[src/rtl/fetch_queue.sv]
// fetch_queue
//   Instruction fetch front end. A PC register issues one request per cycle
//   to a fixed-latency fetch sub-unit (response one cycle after the request).
//   Returned words are paired with their PC and stored in a small circular
//   queue that feeds decode. A credit check (queued + in-flight < DEPTH)
//   guarantees every response has a free slot, so no response is ever lost
//   to a full queue. A redirect flushes the queue and the in-flight request
//   and restarts fetch at redirect_pc on the following cycle.
//
// Parameters
//   DEPTH      queue entries (power of two, >= 2)
//   RESET_VEC  first fetch PC after reset
//
// Ports
//   clk, rst                   clock, synchronous active-high reset
//   redirect, redirect_pc      branch/exception redirect and its target PC
//   sub_ready                  sub-unit can accept a request
//   sub_addr, sub_new_request  request PC and strobe to the sub-unit
//   sub_flush                  sub-unit flush (mirrors redirect)
//   sub_data_out/valid         instruction word returned by the sub-unit
//   dec_valid/ready            head-of-queue handshake toward decode
//   dec_instruction, dec_pc    head entry contents (registered storage only)
module fetch_queue #(
  parameter int          DEPTH     = 4,
  parameter logic [31:0] RESET_VEC = 32'h8000_0000
) (
  input  logic        clk,
  input  logic        rst,
  input  logic        redirect,
  input  logic [31:0] redirect_pc,
  input  logic        sub_ready,
  output logic [31:0] sub_addr,
  output logic        sub_new_request,
  output logic        sub_flush,
  input  logic [31:0] sub_data_out,
  input  logic        sub_data_valid,
  output logic        dec_valid,
  input  logic        dec_ready,
  output logic [31:0] dec_instruction,
  output logic [31:0] dec_pc
);

  localparam int PW = $clog2(DEPTH);
  localparam int CW = $clog2(DEPTH + 1);

  localparam logic [CW:0]   DEPTH_C = (CW + 1)'(DEPTH);
  localparam logic [PW-1:0] PTR_ONE = PW'(1);
  localparam logic [CW-1:0] CNT_ONE = CW'(1);

  // Control state (reset)
  logic [31:0]   pc_q, pc_d;
  logic [CW-1:0] count_q, count_d;
  logic [PW-1:0] rd_ptr_q, rd_ptr_d;
  logic [PW-1:0] wr_ptr_q, wr_ptr_d;
  logic          inflight_q, inflight_d;

  // Data state (no reset)
  logic [31:0]   inflight_pc_q, inflight_pc_d;
  logic [31:0]   instr_mem [DEPTH];
  logic [31:0]   pc_mem    [DEPTH];

  logic [CW:0]   credit_sum;
  logic          req;
  logic          push;
  logic          pop;
  logic          full;

  // Request side: one outstanding request per slot still free in the queue.
  always_comb begin
    credit_sum = {1'b0, count_q} + {{CW{1'b0}}, inflight_q};
    full       = ({1'b0, count_q} == DEPTH_C);
    req        = sub_ready & ~redirect & ~rst & (credit_sum < DEPTH_C);
    push       = sub_data_valid & inflight_q & ~redirect & ~rst;
    pop        = (count_q != '0) & dec_ready & ~redirect & ~rst;
  end

  assign sub_addr        = pc_q;
  assign sub_new_request = req;
  assign sub_flush       = redirect;

  assign dec_valid       = (count_q != '0);
  assign dec_instruction = instr_mem[rd_ptr_q];
  assign dec_pc          = pc_mem[rd_ptr_q];

  always_comb begin
    pc_d          = pc_q;
    count_d       = count_q;
    rd_ptr_d      = rd_ptr_q;
    wr_ptr_d      = wr_ptr_q;
    inflight_d    = 1'b0;
    inflight_pc_d = inflight_pc_q;

    if (redirect) begin
      // The queue and any response still in flight belong to the old path.
      pc_d       = redirect_pc;
      count_d    = '0;
      rd_ptr_d   = '0;
      wr_ptr_d   = '0;
      inflight_d = 1'b0;
    end else begin
      if (req) begin
        pc_d          = pc_q + 32'd4;
        inflight_d    = 1'b1;
        inflight_pc_d = pc_q;
      end
      if (push) begin
        wr_ptr_d = wr_ptr_q + PTR_ONE;
      end
      if (pop) begin
        rd_ptr_d = rd_ptr_q + PTR_ONE;
      end
      case ({push, pop})
        2'b10:   count_d = count_q + CNT_ONE;
        2'b01:   count_d = count_q - CNT_ONE;
        default: count_d = count_q;
      endcase
    end
  end

  // Register stage: control state with reset priority over everything else
  always_ff @(posedge clk) begin
    if (rst) begin
      pc_q       <= RESET_VEC;
      count_q    <= '0;
      rd_ptr_q   <= '0;
      wr_ptr_q   <= '0;
      inflight_q <= 1'b0;
    end else begin
      pc_q       <= pc_d;
      count_q    <= count_d;
      rd_ptr_q   <= rd_ptr_d;
      wr_ptr_q   <= wr_ptr_d;
      inflight_q <= inflight_d;
    end
  end

  // Register stage: data path (in-flight PC and queue storage)
  always_ff @(posedge clk) begin
    inflight_pc_q <= inflight_pc_d;
    if (push) begin
      instr_mem[wr_ptr_q] <= sub_data_out;
      pc_mem[wr_ptr_q]    <= inflight_pc_q;
    end
  end

  // Protocol checks: the credit scheme makes both of these impossible.
  always_ff @(posedge clk) begin
    if (!rst) begin
      assert (!(push && full))
        else $error("fetch_queue: push into a full queue");
      assert (!(sub_data_valid && !inflight_q))
        else $error("fetch_queue: response with no request in flight (dropped)");
    end
  end

endmodule

[config.mk]
export PLATFORM = sky130hd
export DESIGN_NAME = fetch_queue
export DESIGN_NICKNAME = d
export VERILOG_FILES = /design/src/rtl/fetch_queue.sv
export SDC_FILE = /design/constraint.sdc
export NUM_CORES = 1
export LEC_CHECK = 0
export BUFFER_PORTS_ARGS = -buffer_cell sky130_fd_sc_hd__buf_4
export CORE_UTILIZATION = 50
export DETAILED_ROUTE_END_ITERATION = 6
export MAX_ROUTING_LAYER = met4
export PLACE_DENSITY_LB_ADDON = 0.12
export SYNTH_ARGS = -nofsm -noshare
export SYNTH_HDL_FRONTEND = slang
export SYNTH_SLANG_ARGS = --single-unit
[constraint.sdc]
create_clock -name clk -period 2.9 [get_ports clk]
set_input_delay 0.145 -clock clk [delete_from_list [all_inputs] [get_ports clk]]
set_output_delay 0.145 -clock clk [all_outputs]
set_load 0.005 [all_outputs]
==> impl_metrics.json <==
{
  "rsz0062_at_grt": "false",
  "cts_tree": "done",
  "final_cell_count_no_fill": 1243,
  "cts_buffers": 31,
  "tns_ns": 0,
  "synthAdderAreaFrac": 0.00765,
  "syn_avg_cell_area_sq_um": 19.5,
  "min_period_ns": 2.34,
  "yosysSeqAreaShare": 0.763,
  "clockBufferDepth": 3,
  "fillers": 1633,
  "dp_cells": 1119,
  "cts.sinks": 330,
  "root_buffer": "clkbuf_16",
  "ctsResizeCount": 0,
  "grt_max_degree": 43,
  "die-area_sq_um": 25500,
  "drt_iter0_drc": 562,
  "ir_worst_vdd_mv": 0.416,
  "synthFlopType": "edfxtp_1",
  "drt_pass1_iterations": 5,
  "finalNetCount": 972,
  "final.setup_skew_ns": 0.0109,
  "ys_ff_latch": 330,
  "hpwl_microns": 16500,
  "synth_top_family_by_area": "multiplexers",
  "syn_inst": 637,
  "clkLatencyLatePin_ns": 0.54,
  "routed_wl_microns": 25700,
  "yosysTopAreaCellShare": 0.696,
  "power.leakage_nw": 5.46,
  "crit_type": "reg -> out",
  "worst_pin_slew_ns": 0.843,
  "start_util": 0.511,
  "required_ns": 2.76,
  "first_global_vias": 7059,
  "status": "finished clean",
  "drv_slew": 0,
  "synth_nets": 714,
  "p_per_area_nw_per_um2": 618,
  "route.detailed.drc": 0,
  "drv_cap": 0,
  "gp_congestion": 0.870,
  "endpoint_kind": "primary output",
  "overflow": 0,
  "grt_pass1_wl_microns": 40100,
  "synth_async_sr_flop_share": 0,
  "wl_per_cell_microns": 20.7,
  "yosys-top-cells-area": "edfxtp_1, mux4_2, dfxtp_1",
  "die_h_microns": 160,
  "drive_gt1_frac": 0.338,
  "worst_ep_arrival_time_ns": 2.20,
  "fin_crit_sh": 0.808,
  "power_mw": 9.87,
  "setup_viol": 0,
  "mostFrequentLayoutCell": "edfxtp_1",
  "synth_edf_count": 288,
  "portBuffers": 168,
  "rows": 57,
  "yosysUniqueCellTypes": 40,
  "clkTransAtPathRegs_ns": 0.07,
  "slew_headroom": 0.433,
  "htreeDepth": 1,
  "pin_count": 169,
  "layout_common_cells": "edfxtp_1, buf_4, dlygate4sd3_1",
  "synthXorXnorAreaFrac": 0.0233,
  "grt_antenna_before_repair": 0,
  "ys_warn_count": 0,
  "routed_via_density": 5.48,
  "synth_area_sq_um": 12400,
  "crit_fanout": 26,
  "core_area_sq_um": 24300,
  "start_kind": "register",
  "syn2layout_area_growth_pct": 28.5,
  "post-synth-top-area-cell": "edfxtp_1",
  "synthMuxAreaShare": 0.118,
  "antenna_cells": 0,
  "ant_nets": 0,
  "synth_compound_area_frac": 0.0228,
  "vias": 6811,
  "die_w_microns": 160,
  "hp-class": "in -> reg",
  "yosys.area_share.simple": 0.0517,
  "max_freq_mhz": 427,
  "hold_viol": 0,
  "track_usage": 0.211
}
-- synthesized netlist by cell type (11+ instances only) --
master	n
mux4_2	64
clkbuf_1	18
dfxtp_1	42
a211oi_1	18
edfxtp_1	288
xor2_1	19
nand2_1	21
inv_1	11
nand3_1	15
nor2_1	36
xnor2_1	14
-- area by class of cell --
| cell class | count | area (sq um) | area share |
|---|---|---|---|
| Clock buffer | 32 | 779 | 0.0488 |
| Clock inverter | 25 | 308 | 0.0193 |
| Inverter | 11 | 41.3 | 0.00258 |
| Multi-Input combinational cell | 268 | 2790 | 0.175 |
| Sequential cell | 330 | 9500 | 0.594 |
| Tap cell | 324 | 405 | 0.0254 |
| Timing Repair Buffer | 253 | 2150 | 0.135 |
-- state kept, by name, indices dropped and copies added, names as in the netlist, named ones only --
signal,flops
count_q,3
inflight_pc_q,32
inflight_q,1
instr_mem,128
pc_mem,128
rd_ptr_q,2
sub_addr,32
wr_ptr_q,2
-- report_power, final --
part	internal [mW]	switching (mW)	total, mW
sequential	5.19	0.0709	5.27
clock	2.57	1.67	4.24
combinational	0.209	0.154	0.363
-- path summary, 6_finish.rpt --
kind	startpoint	endpoint	slack, ns	cells past startpoint
setup / recovery	register	dec_instruction[15]	0.56	3
hold / removal	redirect_pc[22]	sub_addr[22]	0.03	4
setup reg to reg	count_q[2]	count_q[2]	0.69	8
hold reg to reg	inflight_pc_q[5]	pc_mem[2][5]	0.50	0
-- stage by stage --
| stage | util | setup WS (ns) | cell area (sq um) | hold slack (ns) |
|---|---|---|---|---|
| floorplan | - | 0.661 | 12400 | 0.244 |
| global placement | 0.585 | 0.683 | 14200 | 0.345 |
| detailed placement | 0.585 | 0.568 | 14200 | 0.349 |
| CTS | 0.657 | 0.490 | 16000 | 0.000351 |
| global route | 0.657 | 0.433 | 16000 | 0.0182 |
| finish | 0.657 | 0.557 | 16000 | 0.0260 |
-- worst max-delay path, stage by stage (launching register included) --
cell and delay (ns):
dfxtp_4 0.61, buf_12 0.29, mux4_2 0.57, buf_4 0.16
-- repair_timing --
item / CTS / global route
endpoints found under the hold margin: 158 / 0
endpoints found under the setup margin: 0 / 0
hold buffers: 67 / 0
setup buffers: 0 / 0
-- logic make-up (layout without fill, tap and decap cells) --
logic type / count (synthesis) / in the layout
XOR/XNOR: 33 / 33
AO/OA/AOI/OAI: 42 / 42
adder cells (fa/ha/maj): 7 / 7
AND/OR/NAND/NOR: 119 / 119
buffers and inverters: 39 / 321
multiplexers: 67 / 67
flip-flops: 330 / 330
-- per-layer routing --
| metal | global-route usage | vias to the layer above | wire length, microns |
|---|---|---|---|
| li1 | - | 3072 | - |
| met1 | 0.289 | 3428 | 11200 |
| met2 | 0.335 | 262 | 12500 |
| met3 | 0.0268 | 49 | 1310 |
| met4 | 0.0629 | 0 | 677 |
| met5 | - | - | 0 |
(Power assumes the default switching activity.)
